--- src/rtl/doc_uart_pkg.sv ---
// Shared types and helpers for the document UART streamer.
// Optional build macro: DOC_UART_TRIM_TRAILING_EN (trailing-blank trim).
package doc_uart_pkg;

  typedef enum logic [3:0] {
    IDLE,
    ADDR,
    FETCH,
    CHAR,
    EOL_CR,
    EOL_LF,
    NEXT_ROW,
    FINISH,
    SCAN_ADDR,
    SCAN_FETCH
  } state_t;

  localparam logic [7:0] CR    = 8'h0D;
  localparam logic [7:0] LF    = 8'h0A;
  localparam logic [7:0] SPACE = 8'h20;

  function automatic logic [9:0] addr_pack(
    input logic [3:0] row,
    input logic [4:0] col
  );
    return {1'b0, row, col};
  endfunction

endpackage

--- src/rtl/doc_uart_streamer_tx.sv ---
// UART 8N1 byte transmitter with valid/ready handshake.
// ready rises on the last stop-bit cycle so frames can run back to back.
module uart_tx_byte #(
  parameter int CLKS_PER_BIT = 10416
) (
  input  logic       clk,
  input  logic       rst,
  input  logic       valid,
  input  logic [7:0] data,
  output logic       ready,
  output logic       tx
);

  localparam int TW =
    (CLKS_PER_BIT > 1) ? $clog2(CLKS_PER_BIT) : 1;
  localparam logic [TW-1:0] TLAST = TW'(CLKS_PER_BIT - 1);

  logic          active;
  logic [TW-1:0] timer;
  logic [3:0]    bitn;
  logic [8:0]    shreg;
  logic          last_tick;

  assign last_tick = (timer == TLAST);
  assign ready = !active || (bitn == 4'd9 && last_tick);

  // Load a frame on accept, then shift one bit per bit period.
  always_ff @(posedge clk) begin
    if (rst) begin
      active <= 1'b0;
      timer  <= '0;
      bitn   <= '0;
      shreg  <= '1;
      tx     <= 1'b1;
    end else if (valid && ready) begin
      active <= 1'b1;
      timer  <= '0;
      bitn   <= '0;
      shreg  <= {1'b1, data};
      tx     <= 1'b0;
    end else if (active) begin
      if (last_tick) begin
        timer <= '0;
        if (bitn == 4'd9) begin
          active <= 1'b0;
          tx     <= 1'b1;
        end else begin
          bitn  <= bitn + 4'd1;
          tx    <= shreg[0];
          shreg <= {1'b1, shreg[8:1]};
        end
      end else begin
        timer <= timer + 1'b1;
      end
    end
  end

endmodule

--- src/rtl/doc_uart_streamer.sv ---
// Walks the text grid and streams it over UART with CR/LF per row.
// Optional build macro: DOC_UART_TRIM_TRAILING_EN (skip trailing blanks).
module doc_uart_streamer
  import doc_uart_pkg::*;
#(
  parameter int CLKS_PER_BIT = 10416,
  parameter int ROWS         = 15,
  parameter int COLS         = 20
) (
  input  logic       clk,
  input  logic       rst,
  input  logic       send,
  input  logic [7:0] read_data,
  output logic       read_en,
  output logic [9:0] read_addr,
  output logic       RsTx,
  output logic       busy,
  output logic       done
);

  localparam logic [3:0] ROW_LAST = 4'(ROWS - 1);
  localparam logic [4:0] COL_LAST = 5'(COLS - 1);

`ifdef DOC_UART_TRIM_TRAILING_EN
  localparam state_t ROW_START = SCAN_ADDR;
`else
  localparam state_t ROW_START = ADDR;
`endif

  state_t     state;
  logic [3:0] row;
  logic [4:0] col;
  logic [7:0] char_q;
  logic       tx_valid;
  logic       tx_ready;
  logic [7:0] tx_data;
  logic       accept;
  logic       col_end;

`ifdef DOC_UART_TRIM_TRAILING_EN
  logic [4:0] last;
  logic       any;
  logic       nonblank;

  assign nonblank = (read_data != 8'h00) && (read_data != SPACE);
  assign col_end  = (col == last);
`else
  assign col_end  = (col == COL_LAST);
`endif

  assign accept = tx_valid && tx_ready;

  // Select which byte, if any, is offered to the transmitter.
  always_comb begin
    tx_valid = 1'b0;
    tx_data  = char_q;
    unique case (state)
      CHAR:    tx_valid = 1'b1;
      EOL_CR: begin
        tx_valid = 1'b1;
        tx_data  = CR;
      end
      EOL_LF: begin
        tx_valid = 1'b1;
        tx_data  = LF;
      end
      default: ;
    endcase
  end

  // Transfer sequencer with registered port outputs.
  always_ff @(posedge clk) begin
    if (rst) begin
      state     <= IDLE;
      row       <= '0;
      col       <= '0;
      char_q    <= SPACE;
      read_en   <= 1'b0;
      read_addr <= '0;
      busy      <= 1'b0;
      done      <= 1'b0;
`ifdef DOC_UART_TRIM_TRAILING_EN
      last      <= '0;
      any       <= 1'b0;
`endif
    end else begin
      done <= 1'b0;
      unique case (state)
        IDLE: begin
          if (send) begin
            state     <= ROW_START;
            row       <= '0;
            col       <= '0;
            read_addr <= addr_pack(4'd0, 5'd0);
            read_en   <= 1'b1;
            busy      <= 1'b1;
`ifdef DOC_UART_TRIM_TRAILING_EN
            last      <= '0;
            any       <= 1'b0;
`endif
          end
        end
        ADDR: state <= FETCH;
        FETCH: begin
          char_q <= (read_data == 8'h00) ? SPACE : read_data;
          state  <= CHAR;
        end
        CHAR: begin
          if (accept) begin
            col <= col + 5'd1;
            if (col_end) begin
              state <= EOL_CR;
            end else begin
              state     <= ADDR;
              read_addr <= addr_pack(row, col + 5'd1);
            end
          end
        end
        EOL_CR: if (accept) state <= EOL_LF;
        EOL_LF: if (accept) state <= NEXT_ROW;
        NEXT_ROW: begin
          row <= row + 4'd1;
          col <= '0;
`ifdef DOC_UART_TRIM_TRAILING_EN
          last <= '0;
          any  <= 1'b0;
`endif
          if (row == ROW_LAST) begin
            state <= FINISH;
          end else begin
            state     <= ROW_START;
            read_addr <= addr_pack(row + 4'd1, 5'd0);
          end
        end
        FINISH: begin
          if (tx_ready) begin
            done    <= 1'b1;
            busy    <= 1'b0;
            read_en <= 1'b0;
            state   <= IDLE;
          end
        end
`ifdef DOC_UART_TRIM_TRAILING_EN
        SCAN_ADDR: state <= SCAN_FETCH;
        SCAN_FETCH: begin
          if (nonblank) begin
            last <= col;
            any  <= 1'b1;
          end
          if (col == COL_LAST) begin
            col       <= '0;
            read_addr <= addr_pack(row, 5'd0);
            state     <= (any || nonblank) ? ADDR : EOL_CR;
          end else begin
            col       <= col + 5'd1;
            read_addr <= addr_pack(row, col + 5'd1);
            state     <= SCAN_ADDR;
          end
        end
`endif
        default: state <= IDLE;
      endcase
    end
  end

  uart_tx_byte #(
    .CLKS_PER_BIT(CLKS_PER_BIT)
  ) u_tx (
    .clk  (clk),
    .rst  (rst),
    .valid(tx_valid),
    .data (tx_data),
    .ready(tx_ready),
    .tx   (RsTx)
  );

endmodule
--- config.mk ---
export PLATFORM = sky130hd
export DESIGN_NAME = doc_uart_streamer
export DESIGN_NICKNAME = d
export VERILOG_FILES = /design/src/rtl/doc_uart_pkg.sv /design/src/rtl/doc_uart_streamer_tx.sv /design/src/rtl/doc_uart_streamer.sv
export SDC_FILE = /design/constraint.sdc
export NUM_CORES = 1
export LEC_CHECK = 0
export CAP_MARGIN = 15
export CORE_ASPECT_RATIO = 0.6
export CORE_UTILIZATION = 57
export CTS_CLUSTER_DIAMETER = 80
export DETAILED_ROUTE_END_ITERATION = 7
export GPL_ROUTABILITY_DRIVEN = 0
export GPL_TIMING_DRIVEN = 1
export PLACE_DENSITY = 0.79
export SLEW_MARGIN = 0
export SYNTH_ARGS = -nofsm -noshare
export SYNTH_HDL_FRONTEND = slang
export SYNTH_SLANG_ARGS = --single-unit
--- constraint.sdc ---
create_clock -name clk -period 2.5 [get_ports clk]
set_input_delay 0.5 -clock clk [delete_from_list [all_inputs] [get_ports clk]]
set_output_delay 0.5 -clock clk [all_outputs]
set_load 0.1 [all_outputs]
## After elaboration in Yosys (flattened, before gate mapping)

Cells that the tools add are included.

| storage, ports and cells | value |
|---|---|
| input port bits | 11 |
| word-level logic and storage cells | 97 |
| flip-flop bits (word level) | 61 |
| output and inout port bits | 14 |

| cells by class | value |
|---|---|
| add/sub/neg operators | 4 |
| reduce and logical (&&, ||, !) cells | 22 |
| bitwise logic cells | 2 |
| equal/unequal tests | 19 |
| muxes and demuxes | 38 |

Operator list:

| kind | number |
|---|---|
| $mux W10 | 4 |
| $mux W8 | 5 |
| $pmux W4 S8 | 1 |
| $pmux W10 S3 | 1 |
| $mux W4 | 6 |
| $eq A4 B3 Y1 const B | 4 |
| $pmux W8 S2 | 1 |
| $pmux W5 S3 | 1 |
| $add A14 B1 Y14 const B | 1 |
| $eq A14 B14 Y1 const B | 1 |
| $mux W14 | 1 |
| $ne A2 B2 Y1 const B | 7 |
| $mux W1 | 12 |
| $reduce_and A3 Y1 | 4 |
| $mux W5 | 2 |
| $reduce_and A5 Y1 | 2 |
| $add A4 B1 Y4 const B | 2 |
| $eq A4 B2 Y1 const B | 2 |
| $eq A4 B4 Y1 const B | 2 |
| $logic_not A8 Y1 | 1 |
| $pmux W4 S2 | 1 |
| $reduce_bool A2 Y1 | 4 |
| $mux W3 | 2 |
| $add A5 B1 Y5 const B | 1 |
| 13 further kinds | 17 |

## Depth between registers and ports, before layout

Gate-level depths: netlist of the first run.

| depth | value |
|---|---|
| word-level depth | 6 |
| mapped depth | 8 |
| depth with buffers taken out | 7 |

## Modules after synthesis

From an unflattened synthesis of the first run, not the netlist that was laid out.

| second synthesis, totals | value |
|---|---|
| cell total of the unflattened synthesis | 370 |
| area total of the unflattened synthesis | 3163.0 um^2 |

By module, submodules not included:

| module | instances | seq. area each (um^2) | cells an instance | area an instance (um^2) |
|---|---|---|---|---|
| uart_tx_byte | 1 | 560.5 | 181 | 1601.5 |
| doc_uart_streamer | 1 | 620.6 | 189 | 1561.5 |

## Worst setup path after synthesis of the first run

Ideal clock, no wire load.

| path | value |
|---|---|
| path type | reg-to-reg |
| start | register u_tx.timer[0] |
| end | register u_tx.timer[3] |
| buffers on the path | 1 |
| slack | 0.512 ns |
| required time | 2.354 ns |
| arrival | 1.843 ns |
| period minus slack after synthesis | 1.988 ns |
| library setup time | 0.146 ns |
| stages on the path, launching flop included | 8 |
| path through | dfxtp_1 > ha_1 > nand4bb_4 > or4_4 > buf_6 > o21ai_4 > a21o_1 > a311oi_1 |

| on the way | value |
|---|---|
| word-level cells in the longest chain between the ends | 5 |
| elaborated cells on any way between the ends | 7 |
| those cells by class | 1 x add/sub; 1 x eq/ne; 1 x mux; 4 x reduce/logical |

RTL lines:

| item | RTL line | source |
|---|---|---|
| start: declaration | doc_uart_streamer_tx.sv:19 | `logic [TW-1:0] timer;` |
| start signal: assignment | doc_uart_streamer_tx.sv:53 | `timer <= timer + 1'b1;` |
| branches (longest 5 deep; another with $add A14 B1 Y14) | -- |  |

Several ways; the timed one is not identified.
A chain may end at the register's enable or synchronous reset.

## Final worst setup path of the first run

Ends and elaborated chain as after synthesis.

==> results.yml, run 1 <==
run_status:
  outcome: "completed"
floorplanning:
  die_h_um: 56.6
  die_width_um: 93.0
  start_util_pct: 60.8
  row_count: 19
  fp.coreArea_mm2: 0.00466
  ios: 25
  die_area_mm2: 0.00526
worst_setup_path:
  crit_fanout: 9
  timing.rr.start: "u_tx.timer[0]$_SDFFE_PP0P_"
  r2r.worst_path.cells: 6
  cp.required_ns: 2.69
  start_kind: "flip-flop"
  cp-end-kind: "flip-flop"
  crit_type: "flip-flop to flip-flop"
  endpoint: "u_tx.timer[3]$_SDFFE_PP0P_"
  rrSetupSlack_ns: 0.26
  crit_start: "u_tx.timer[0]$_SDFFE_PP0P_"
  arrival_ns: 2.43
  r2r-end: "u_tx.timer[3]$_SDFFE_PP0P_"
pwr:
  power.switching_mw: 0.576
  leakagePower_nw: 1.26
  comb_power_share_pct: 13.6
  worst_ir_drop_vdd_mv: 0.585
  power_switching_share_pct: 26.8
  powerDensity_mw_per_mm2: 650
  p_int_mw: 1.57
  clockPowerShare_pct: 40.2
  seqPwrFrac_pct: 46.2
detailed_routing:
  wl_per_cell_um: 14.3
  antenna_left: 0
  drc_errors: 0
  vias_per_cell: 5.63
  drt_iter0_drc: 131
  vias: 2393
  totalWireLength_mm: 6.10
  dr.pass1.iters: 5
yosys:
  syn-cell-area_mm2: 0.00283
  synth_top_area_share_pct: 41.7
  ys_seq_elements: 59
  yosysTopAreaCell: "dfxtp_1"
  synth_edf_count: 0
  synth-warning-count: 0
  syn_area_per_cell_um2: 8.61
  syn-instance-count: 329
  syn_nets: 346
  synth_flop_cell: "dfxtp_1"
  ys_types: 57
  ys_seq_area_share_pct: 41.7
  async_reset_ff_share_pct: 0
  synth_area_leaders: "dfxtp_1 42%, nor2_1 6.0%, a21oi_1 5.1%, nand2_1 4.6%, xor2_1 3.7%"
timing:
  rsz0062_at_grt: "no"
  fin_skew_ns: 0.00715
  hold_viol_final: 0
  worst_pin_slew_ns: 0.717
  timing.final.crit_period_ns: 2.24
  fmax_ghz: 0.447
  slew_violations: 0
  max_slew_margin_pct: 51.8
  final.period_utilization_pct: 89.6
  setup_viol: 0
  setup_ws_ns: 0.261
  fin_setup_tns_ns: 0
global_route:
  grtUsageTotal_pct: 25.5
  antenna_found_initial: 0
  grt_overflow: 0
  grt_pass1_vias: 2202
  grt_max_degree: 42
  grt_pass1_wl_mm: 10.3
final_layout:
  instances_no_fill: 425
  final.fill_count: 371
  area_growth_pct: 16.8
  final_cell_mix: "59 x dfxtp_1, 45 x nor2_1, 35 x nand2_1, 29 x a21oi_1, 22 x buf_4"
  stdcell_area_mm2: 0.00331
  final_common_cell: "dfxtp_1"
  post-route-util_pct: 71.0
  n_antenna_cell: 0
  fin_nets: 375
  drive_gt1_share_pct: 13.3
placed_design:
  port-buffer-count: 23
  dp.final_hpwl_mm: 4.28
  place_area_mm2: 0.00311
  pre_cts_slack_ns: 0.0541
  dpl.cell_count: 410
min_path:
  hold_depth: 2
  min_path_type: "flip-flop to flip-flop"
cts:
  cts_made_buffers: 9
  post_cts_buffers: 0
  cts_resized: 0
  cts_buffer_depth: 2
  clk_latency_ns: 0.33
  cts_hold_buf: 0
  cts_root_buffer: "clkbuf_8"
  cts.sinks: 59
  tritoncts: "yes"
  clk_pin_slew_ns: 0.07
  h-tree-depth: 3
run:
  drv_cap: 0
[worst min-delay path by stage]
| stage | startpoint | endpoint | slack (ns) |
|---|---|---|---|
| floorplan | char_q[7]$_SDFFE_PP0P_ | char_q[7]$_SDFFE_PP0P_ | 0.43 |
| global placement | char_q[3]$_SDFFE_PP0P_ | char_q[3]$_SDFFE_PP0P_ | 0.45 |
| detailed placement | char_q[3]$_SDFFE_PP0P_ | char_q[3]$_SDFFE_PP0P_ | 0.45 |
| CTS | char_q[3]$_SDFFE_PP0P_ | char_q[3]$_SDFFE_PP0P_ | 0.46 |
| global route | char_q[3]$_SDFFE_PP0P_ | char_q[3]$_SDFFE_PP0P_ | 0.47 |
| finish | char_q[3]$_SDFFE_PP0P_ | char_q[3]$_SDFFE_PP0P_ | 0.46 |
[cell type report]
cell class              count  area, µm²  area share [%]
clock buffers              13        159            4.80
clock inverters             2       35.0            1.06
inverters                   6       22.5           0.681
multi-input cells         249       1550            46.7
flip-flops and latches     59       1180            35.7
well taps                  63       78.8            2.38
repair buffers             33        285            8.62
[cell usage after synthesis, types with 2 or more instances]
master / count
a21oi_1: 29
and2_1: 2
o21ai_0: 9
nand2_1: 35
nand2b_1: 5
buf_6: 2
nor2_1: 45
nand3_1: 16
and4_1: 4
buf_4: 2
xor2_1: 12
a211oi_1: 9
nand3b_1: 4
o21bai_1: 5
a31oi_1: 3
mux2i_1: 6
o211ai_1: 2
nand4_1: 3
and3_1: 3
xnor2_1: 5
a221oi_1: 4
buf_2: 2
ha_1: 6
o22ai_1: 4
inv_1: 6
clkbuf_1: 8
dfxtp_1: 59
nor3_1: 9
a21o_1: 2
[state kept, by name (all words and copies together), names as in the netlist]
name	count
u_tx.tx	1
read_addr	9
u_tx.bitn	4
row	4
state	3
u_tx.shreg	8
col	5
busy	1
u_tx.timer	14
u_tx.active	1
char_q	8
done	1
[power groups by stage]
stage / Combinational, mW / Sequential [mW] / Clock [mW]
4_1_cts: 0.291 / 0.992 / 0.876
6_report: 0.292 / 0.993 / 0.865
3_3_place_gp: 0.286 / 1.01 / 0
3_5_place_dp: 0.290 / 1.01 / 0
5_1_grt: 0.315 / 0.995 / 0.927
2_1_floorplan: 0.150 / 1.08 / 0
[metal layers]
layer / up-vias / track usage (%) / routed length [µm]
li1: 1228 / - / -
met1: 1100 / 37.2 / 3290
met2: 58 / 35.4 / 2430
met3: 7 / 8.13 / 330
met4: 0 / 8.13 / 50
met5: - / 0 / 0
[cell families (layout without fill, tap and decap cells)]
kind of cell	count (synthesis)	in the layout	synth area share (%)
AOI/OAI and AO/OA	80	80	19.6
and+or+nand+nor	139	139	24.8
xor gates and xnor gates	17	17	5.26
other	1	1	0.132
buffers and inverters	21	54	3.67
adders and majority gates	6	6	2.65
DFF	59	59	41.7
muxes	6	6	2.12
[worst max-delay path: stages, from the launching register on]
cell	delay, ns
dfxtp_1	0.39
ha_1	0.26
nand4bb_4	0.15
or4_4	0.63
o21ai_4	0.28
a21o_1	0.31
a311oi_1	0.07
[stage by stage]
step	total power [mW]	hold slack (ns)
after floorplan	1.23	0.433
after global placement	1.30	0.445
after detailed placement	1.30	0.451
after CTS	2.16	0.459
after global routing	2.24	0.473
final	2.15	0.455
No activity file was read; power rests on OpenSTA's default activity.
==> inputs of run 2 (changes only) <==
--- a/config.mk
+++ b/config.mk
@@ -12,6 +12,7 @@
 export DETAILED_ROUTE_END_ITERATION = 7
 export GPL_ROUTABILITY_DRIVEN = 0
 export GPL_TIMING_DRIVEN = 1
+export HOLD_SLACK_MARGIN = 0.12
 export PLACE_DENSITY = 0.79
 export SLEW_MARGIN = 0
 export SYNTH_ARGS = -nofsm -noshare
==> results of run 2 <==
Same layout as run 1: the final DEF is identical, and so are final timing and power.
